`config.mk`:
```
export PLATFORM = sky130hd
export DESIGN_NAME = mod_updown_counter
export DESIGN_NICKNAME = d
export VERILOG_FILES = /design/src/rtl/cnt_pkg.sv /design/src/rtl/mod_updown_counter.sv
export SDC_FILE = /design/constraint.sdc
export NUM_CORES = 1
export LEC_CHECK = 0
export ABC_AREA = 0
export CORE_AREA = 3 3 42 44
export CTS_BUF_LIST = sky130_fd_sc_hd__clkbuf_4
export DETAILED_ROUTE_END_ITERATION = 10
export DIE_AREA = 0 0 45 47
export PLACE_DENSITY = 0.55
export SYNTH_ARGS = -nofsm -noshare
export SYNTH_HDL_FRONTEND = slang
export SYNTH_SLANG_ARGS = --single-unit
export TNS_END_PERCENT = 1
```
`constraint.sdc`:
```
create_clock -name clk -period 2 [get_ports clk]
set_input_delay 0.4 -clock clk [delete_from_list [all_inputs] [get_ports clk]]
set_output_delay 0.4 -clock clk [all_outputs]
set_load 0.05 [all_outputs]
```
`src/rtl/cnt_pkg.sv`:
```
// Shared counting arithmetic for modulo up/down counters, prescalers and timers.
// Values are carried in CNT_MAX_W+1 bits so a modulus of 2^WIDTH never truncates.
package cnt_pkg;

  localparam logic CNT_UP    = 1'b1;
  localparam logic CNT_DN    = 1'b0;
  localparam int   CNT_MAX_W = 32;

  typedef logic [CNT_MAX_W:0] cnt_val_t;

  // Next count value for one enabled step; saturate holds at the limit instead of wrapping.
  function automatic cnt_val_t cnt_next(input cnt_val_t q, input logic up,
                                        input cnt_val_t modulus, input logic saturate);
    cnt_val_t nxt;
    nxt = q;
    if (up == CNT_UP) begin
      if (q == modulus - 1'b1) nxt = saturate ? q : '0;
      else                     nxt = q + 1'b1;
    end else begin
      if (q == '0) nxt = saturate ? q : modulus - 1'b1;
      else         nxt = q - 1'b1;
    end
    return nxt;
  endfunction

  function automatic logic cnt_at_limit(input cnt_val_t q, input logic up,
                                        input cnt_val_t modulus);
    return (up == CNT_UP) ? (q == modulus - 1'b1) : (q == '0);
  endfunction

endpackage

```
`src/rtl/mod_updown_counter.sv`:
```
// Parametrised modulo up/down counter with clear/load, wrap or saturate,
// overflow pulse/sticky flag and a combinational terminal count for cascading.
module mod_updown_counter #(
  parameter int WIDTH     = 4,
  parameter int MODULUS   = 16,
  parameter int SATURATE  = 0,
  parameter int RESET_VAL = 0
) (
  input  logic             clk,
  input  logic             rst_n,
  input  logic             clr,
  input  logic             load,
  input  logic [WIDTH-1:0] load_val,
  input  logic             en,
  input  logic             up,
  output logic [WIDTH-1:0] q,
  output logic             tc,
  output logic             ovf,
  output logic             ovf_sticky,
  output logic             load_err
);
  import cnt_pkg::*;

  if (WIDTH < 1 || WIDTH > CNT_MAX_W) begin : g_bad_width
    $error("mod_updown_counter: WIDTH=%0d out of range", WIDTH);
  end
  if (MODULUS < 2 || longint'(MODULUS) > (longint'(1) << WIDTH)) begin : g_bad_mod
    $error("mod_updown_counter: MODULUS=%0d illegal for WIDTH=%0d", MODULUS, WIDTH);
  end
  if (RESET_VAL < 0 || RESET_VAL >= MODULUS) begin : g_bad_rst
    $error("mod_updown_counter: RESET_VAL=%0d not below MODULUS", RESET_VAL);
  end

  localparam cnt_val_t         MOD_V = cnt_val_t'(MODULUS);
  localparam logic [WIDTH-1:0] MAX_Q = WIDTH'(MODULUS - 1);
  localparam logic [WIDTH-1:0] RST_Q = WIDTH'(RESET_VAL);

  logic [WIDTH-1:0] r_q;
  logic             r_ovf;
  logic             r_sticky;
  logic             r_load_err;

  cnt_val_t         w_q_ext;
  cnt_val_t         w_nxt_full;
  logic [WIDTH-1:0] w_nxt;
  logic             w_at_lim;
  logic             w_load_bad;
  logic             w_unused_hi;

  assign w_q_ext     = cnt_val_t'(r_q);
  assign w_nxt_full  = cnt_next(w_q_ext, up, MOD_V, SATURATE != 0);
  assign w_nxt       = w_nxt_full[WIDTH-1:0];
  assign w_unused_hi = |w_nxt_full[CNT_MAX_W:WIDTH];
  assign w_at_lim    = cnt_at_limit(w_q_ext, up, MOD_V);
  assign w_load_bad  = cnt_val_t'(load_val) >= MOD_V;

  always_ff @(posedge clk or negedge rst_n) begin
    if (!rst_n) begin
      r_q        <= RST_Q;
      r_ovf      <= 1'b0;
      r_sticky   <= 1'b0;
      r_load_err <= 1'b0;
    end else begin
      r_ovf      <= 1'b0;
      r_load_err <= 1'b0;
      if (clr) begin
        r_q      <= RST_Q;
        r_sticky <= 1'b0;
      end else if (load) begin
        // Out-of-range loads clamp to the top of the range and flag it.
        if (w_load_bad) begin
          r_q        <= MAX_Q;
          r_load_err <= 1'b1;
        end else begin
          r_q <= load_val;
        end
      end else if (en) begin
        r_q <= w_nxt;
        if (w_at_lim) begin
          r_ovf    <= 1'b1;
          r_sticky <= 1'b1;
        end
      end
    end
  end

  assign q          = r_q;
  assign tc         = en & w_at_lim;
  assign ovf        = r_ovf;
  assign ovf_sticky = r_sticky;
  assign load_err   = r_load_err;

endmodule

```
# Word-level counts from Yosys, hierarchy flattened
# Index checks and enable logic that the tools add are counted.
dict set report classes {
  n_addsub 2
  eq_ne 2
  n_mux 15
  bitwise_logic 1
  reduce_logical 5
}
# operator count
set op_table {}
lappend op_table {{33-bit zero test} 1}
lappend op_table {{4-bit two-way mux} 6}
lappend op_table {{1-bit two-way mux} 9}
lappend op_table {{4-bit by 1-bit adder with 4-bit output, second input constant} 1}
lappend op_table {{4-bit equality test, second input constant} 1}
lappend op_table {{2-bit nonzero test} 2}
lappend op_table {{4-bit by 1-bit subtractor with 4-bit output, second input constant} 1}
lappend op_table {{3-bit AND reduction} 1}
lappend op_table {{3-bit nonzero test} 1}
lappend op_table {{2-bit inequality test, second input constant} 1}
lappend op_table {{1-bit bitwise AND} 1}
dict set report word_totals {
  regBits 6
  in_bits 10
  output_inout_bits 8
  word_cells 28
}

# Logic depth before layout (Yosys ltp)
# Gate-level depths: netlist (run 1).
dict set report logic_depth {
  ltp_word 6
  depth_mapped 6
  ltp_nobuf 6
}

# Worst setup path before layout (run 1)
# No wires, ideal clock.
dict set report synth_timing {
  path_kind {reg2out}
  from {register r_q[1] (netlist: q[1])}
  to {output port tc}
  t_arrival_ns 1.862
  required_time_ns 1.600
  setup_slack_ns -0.262
  path_stages_with_launch 5
  n_path_buf 0
  path_cell_list {dfrtp_1 inv_1 ha_1 or4b_1 a21boi_2}
}
dict set report synth_via {
  elab_chain_len 3
  elab_cells_between_ends 4
  cone_classes {1 x eq/ne; 1 x mux; 1 x bitwise; 1 x reduce/logical}
}
# element line
set synth_rtl {}
lappend synth_rtl {{from (decl)} mod_updown_counter.sv:38} ;# logic [WIDTH-1:0] r_q;
lappend synth_rtl {{from (signal assigned)} mod_updown_counter.sv:75} ;# r_q <= load_val;
lappend synth_rtl {{from (signal assigned)} mod_updown_counter.sv:78} ;# r_q <= w_nxt;
lappend synth_rtl {{33-bit zero test or 4-bit equality test (tied branches)} cnt_pkg.sv:28} ;# return (up == CNT_UP) ? (q == modulus - 1'b1) : (q == '0);
lappend synth_rtl {{1-bit two-way mux (*)} cnt_pkg.sv:28}
lappend synth_rtl {{1-bit bitwise AND (*)} mod_updown_counter.sv:88} ;# assign tc = en & w_at_lim;
lappend synth_rtl {{to (decl)} mod_updown_counter.sv:17} ;# output logic tc,
# Every way passes the cells marked *; elsewhere a longest branch is shown, timed or not.

# Worst setup path after layout (run 1)
dict set report layout_timing {
  from {register r_q[0] (netlist: q[0])}
  to {output port tc}
}
# The elaborated chain is that of the path after synthesis.

==> flow_summary.yaml, run 1 <==
status:
  status: "complete, but fails checks"
  violations: "negative setup slack"
yosys:
  post_synth.cell_area_avg_sq_um: 9.139
  yosysWarnings: 0
  synth_top_cell_by_area: "dfrtp_1"
  synth_cell_types: 24
  syn_nets: 58
  seq_area_frac_synth_pct: 35.71
  yosys-top-cells-area: "dfrtp_1 36%, xor2_1 6.2%, ha_1 6.0%"
  synth_top_area_share_pct: 35.71
  ys_ff_latch: 6
  syn_area_sq_um: 420.4
  syn_inst: 46
sta:
  fmax_mhz: 484.6
  setup_viol: 1
  grt_setup_unrepaired: "yes"
  min_period_ns: 2.064
  finalHoldViolCount: 0
  finClkSkew_ns: 0.005367
  period_share_pct: 103.2
  setup_slack_ns: -0.06373
  fin_tns_setup_ns: -0.06373
  drv_slew: 0
clock_tree:
  cts_inserted_buffers: 3
  hold_buffers: 0
  cts_tree: "yes"
  clkSlewWorstSetupHoldPaths_ns: 0.05
  ctsHtreeMaxLevel: 1
  cts_root_buf: "clkbuf_4"
  clock_path_buffers: 2
  clock_latency_ns: 0.25
  cts.sinks: 6
drt:
  drc_errors: 0
  drtAntennaViolNets: 0
  drt_first_pass_iters: 3
  drt_iter0_drc: 3
  vias_per_cell: 4.629
  detail_route.wl_per_cell_um: 11.51
  drt-total-wl_um: 1024
  vias: 412
power:
  p_sw_share_pct: 31.90
  power_frac_clock_pct: 30.5
  combPwrFrac_pct: 38.5
  intPower_w: 0.0002972
  pwr_density_cell_mw_per_mm2: 610.8
  seqPwrFrac_pct: 31.0
  leakage_nw: 0.3485
  irDropWorstVdd_uv: 434.2
  p_sw_w: 0.0001392
final_layout:
  fin_util_pct: 48.55
  nNetsFinal: 86
  stdcell_count: 89
  syn_to_final_growth_pct: 69.94
  antennaDiodeCount: 0
  drive_gt1_share_pct: 35.62
worst_hold_path:
  hold_path_class: "in2async"
placed_design:
  dp_slack_ns: -0.05422
  dp.cells: 84
  gp_congestion: 0.7766
  portBuffers: 16
floorplanning:
  ios: 18
  core_area_sq_mm: 0.001471
  die_w_um: 45
  die_y_um: 47
  die-area_sq_mm: 0.002115
  fp-row-count: 14
  start_util_pct: 28.57
setup_path:
  arrival_ns: 1.66
  start_kind: "flop"
  cp_data_required_time_ns: 1.60
  worst-path-max-fanout: 3
  criticalPathCategory: "reg2out"
  endpoint_kind: "output pin"
global_routing:
  overflow: 0
  antenna_found_initial: 0
  track_usage_pct: 11.52
  first_global_vias: 394
  grt_max_degree: 8
  grt_pass1_wl_um: 1649
job:
  maxCapViolations: 0
## area by class of cell
class / instances / area, sq um
Multi-Input combinational cell: 36 / 275.3
Timing Repair Buffer: 24 / 225.2
Inverter: 3 / 11.26
Clock buffer: 4 / 30.03
Sequential cell: 6 / 152.6
Tap cell: 16 / 20.02
Fill cell: 151 / 757.0
## repair_timing
action                     4_1_cts  5_1_grt
gates cloned                     0        0
resized for setup                0        1
setup endpoints to repair        1        2
setup buffers                    1        0
## per-layer routing
layer | share of wire [%] | GRT usage (%)
met1 | 45 | 14.32
met2 | 46 | 17.51
met3 | 8.5 | 6.897
met5 | 0 | 0
met4 | 0 | 1.754
## registers in the layout, indices dropped and copies added, names as in the netlist
name / flops
ovf_sticky: 1
q: 4
ovf: 1
## Yosys cell counts (all sizes together)
library cell  n
a2111oi       1
a211oi        1
a21boi        1
a21o          2
a21oi         4
a221oi        1
and3          1
buf           1
conb          1
dfrtp         6
ha            2
inv           3
mux2          1
mux2i         1
nand2         6
nand4         1
nor2          4
nor3          1
nor3b         1
o21bai        1
o22ai         1
or3           1
or4b          1
xor2          3
## path summary, 6_finish.rpt
check,startpoint,to,slack (ns),cells after the start
max,q[0],tc,-0.06,5
max reg2reg,q[0],q[3],0.34,6
min reg2reg,ovf_sticky,ovf_sticky,0.51,2
min,rst_n,ovf_sticky,0.40,1
max in group asynchronous,rst_n,q[0],1.36,1
min in group clk,ovf_sticky,ovf_sticky,0.51,2
## kinds of logic after synthesis
group	after synthesis	synth area share, %
simple gates	16	19.94
flops	6	35.71
fa+ha+maj	2	5.951
other cells	1	0.8920
compound gates	12	21.73
xor+xnor	3	6.251
mux	2	5.059
buf+inv	4	4.465
## metrics by stage
step | instance area [sq um] | total power, W | hold WS, ns
4_1_cts | 711.9 | 0.0004434 | 0.3971
5_1_grt | 714.4 | 0.0004699 | 0.3977
6_report | 714.4 | 0.0004364 | 0.4016
3_5_place_dp | 674.4 | 0.0003042 | 0.5017
2_1_floorplan | 446.7 | 0.0002340 | 0.1044
3_3_place_gp | 674.4 | 0.0003032 | 0.4904
## power groups by stage
stage | Clock [W] | Sequential, W | Combinational, W
finish | 0.000133 | 0.000135 | 0.000168
global route | 0.000152 | 0.000136 | 0.000182
CTS | 0.000138 | 0.000135 | 0.000169
detailed placement | 0 | 0.000139 | 0.000165
global placement | 0 | 0.000139 | 0.000164
floorplan | 0 | 0.000171 | 0.0000631
## placed cells by master (no fill, tap or decap), drive strengths merged, types with 2 or more instances in the layout
cell / n
xor2: 3
buf: 12
dfrtp: 6
nor2: 4
inv: 3
clkbuf: 4
a21o: 2
ha: 2
nand2: 6
clkdlybuf4s50: 11
a21oi: 4
## critical path, cell delays in order, from the launching register on
cell      delay, ns
dfrtp_2        0.41
inv_2          0.07
ha_4           0.13
or4b_4         0.47
a21boi_4       0.18
buf_12         0.15
(Power assumes the default switching activity.)
==> inputs of run 2 (changes only) <==
--- a/constraint.sdc
+++ b/constraint.sdc
@@ -3,2 +3,2 @@
 set_output_delay 0.4 -clock clk [all_outputs]
-set_load 0.05 [all_outputs]
+set_load 0.1 [all_outputs]
==> run 2 against run 1 <==
The run still ends with negative setup slack left; global-route usage is 0.95 points higher; sequential power about the same; routed wire length up 8.4%; flip-flop and latch count unchanged; first-iteration DRC count grew to 3.0 times the previous value; non-clock buffer count is 2 higher; register-to-register slack worse by 0.10 ns; count of clock-buffer cells in the layout is the same; critical path type unchanged; largest power group unchanged.
==> flow_summary.yaml, run 2 (same netlist as run 1, synthesis figures left out) <==
global_routing:
  grt_max_degree: 8
  grt_pass1_wl_um: 1780
  antenna_found_initial: 0
  overflow: 0
  track_usage_pct: 12.47
  first_global_vias: 406
final_layout:
  drive_gt1_share_pct: 44.00
  antennaDiodeCount: 0
  final_common_cell: "buf_4"
  final_cell_mix: "12 x buf_4, 9 x clkdlybuf4s50_1, 6 x nand2_1"
  syn_to_final_growth_pct: 86.01
  largest_reg_flops: 4
  nNetsFinal: 88
clock_tree:
  hold_buffers: 0
  clock_path_buffers: 2
  cts.sinks: 6
  clkSlewWorstSetupHoldPaths_ns: 0.05
  cts_inserted_buffers: 3
  clock_latency_ns: 0.25
  ctsHtreeMaxLevel: 1
  cts_tree: "yes"
  cts_root_buf: "clkbuf_4"
floorplanning:
  ios: 18
  die_w_um: 45
  start_util_pct: 28.57
  fp-row-count: 14
  die_y_um: 47
  die-area_sq_mm: 0.002115
  core_area_sq_mm: 0.001471
placed_design:
  portBuffers: 16
  gp_congestion: 0.7389
  dp_slack_ns: -0.1160
  post-dp-hpwl_um: 873.9
setup_path:
  worst-path-max-fanout: 2
  crit_chain: "inv_4 > ha_4 > or4b_4 > a21boi_4 > buf_12"
  cp_data_required_time_ns: 1.60
  cpPeakStageDelay_ns: 0.48
  crit_buf_inv: 2
  start_kind: "flop"
  path_delay_family: "flip-flops"
  arrival_ns: 1.77
  endpoint_kind: "output pin"
  criticalPathCategory: "reg2out"
  slowest_stage: "dfrtp_4"
sta:
  grt_setup_unrepaired: "yes"
  finalHoldViolCount: 0
  hold_slack_ns: 0.3887
  setup_viol: 1
  fin_tns_setup_ns: -0.1694
  fmax_mhz: 461.0
  finClkSkew_ns: 0.008897
  period_share_pct: 108.5
  setup_slack_ns: -0.1694
  drv_slew: 0
  min_period_ns: 2.169
power:
  pwr_density_cell_mw_per_mm2: 648.6
  leakage_nw: 0.3604
  irDropWorstVdd_uv: 250.7
job:
  maxCapViolations: 0
drt:
  vias: 434
  vias_per_cell: 4.769
  drc_errors: 0
  drt_iter0_drc: 9
  drt_first_pass_iters: 4
  detail_route.wl_per_cell_um: 12.20
  drt-total-wl_um: 1110
  drtAntennaViolNets: 0
status:
  violations: "negative setup slack"
  status: "complete, but fails checks"
worst_hold_path:
  hold_path_class: "in2async"
[run 2: cell type report]
type | count | area (sq um)
clock buffers | 4 | 30.03
fillers | 142 | 689.4
inverters | 3 | 16.27
multi-input cells | 36 | 275.3
flip-flops and latches | 6 | 160.2
well taps | 16 | 20.02
repair buffers | 26 | 280.3
[run 2: path summary, 6_finish.rpt]
check	slack [ns]	cells after the start	end	start
setup / recovery	-0.17	5	tc	q[0]
hold / removal	0.39	1	q[1]	rst_n
setup reg to reg	0.24	6	q[3]	q[0]
hold reg to reg	0.51	2	ovf_sticky	ovf_sticky
max in group asynchronous	1.37	1	q[3]	rst_n
min in group clk	0.51	2	ovf_sticky	ovf_sticky
[run 2: routing by layer]
| layer | vias to the layer above | GRT usage, % | wire (um) |
|---|---|---|---|
| met5 | - | 0 | 0 |
| met4 | 0 | 12.28 | 14 |
| met3 | 2 | 1.149 | 27 |
| met2 | 7 | 17.23 | 560 |
| met1 | 205 | 16.63 | 508 |
| li1 | 220 | - | - |
[run 2: metrics by stage]
| step | utilization (%) | cells | area, sq um | power, W |
|---|---|---|---|---|
| 2_1_floorplan | - | 46 | 456.7 | 0.0002755 |
| 3_3_place_gp | 49.40 | 84 | 726.9 | 0.0003660 |
| 3_5_place_dp | 49.40 | 84 | 726.9 | 0.0003667 |
| 4_1_cts | 53.15 | 91 | 782.0 | 0.0005181 |
| 5_1_grt | 53.15 | 91 | 782.0 | 0.0005418 |
| 6_report | 53.15 | 91 | 782.0 | 0.0005072 |
[run 2: what timing repair did]
item / 4_1_cts / 5_1_grt
pin swaps: 2 / 1
cloned: 0 / 0
endpoints found under the setup margin: 1 / 1
buffers inserted: 3 / 0
gates resized for setup: 1 / 0
[run 2: report_power, final]
group	internal (W)	switching, W	leakage, nW	total [W]
logic	0.0000988	0.000135	0.268	0.000234
clock network	0.0000892	0.0000458	0.0184	0.000135
registers	0.000132	0.00000597	0.0739	0.000138
==> inputs of run 3 (changes only) <==
Settings changed: MAX_ROUTING_LAYER from default to met4.
==> results of run 3 <==
Final layout, timing and power as in run 2 (identical DEF).
Main changes from that run: final weighted congestion in routability-driven placement 0.7389 -> 0.7481; overall routing resource usage 12.47% -> 12.88%
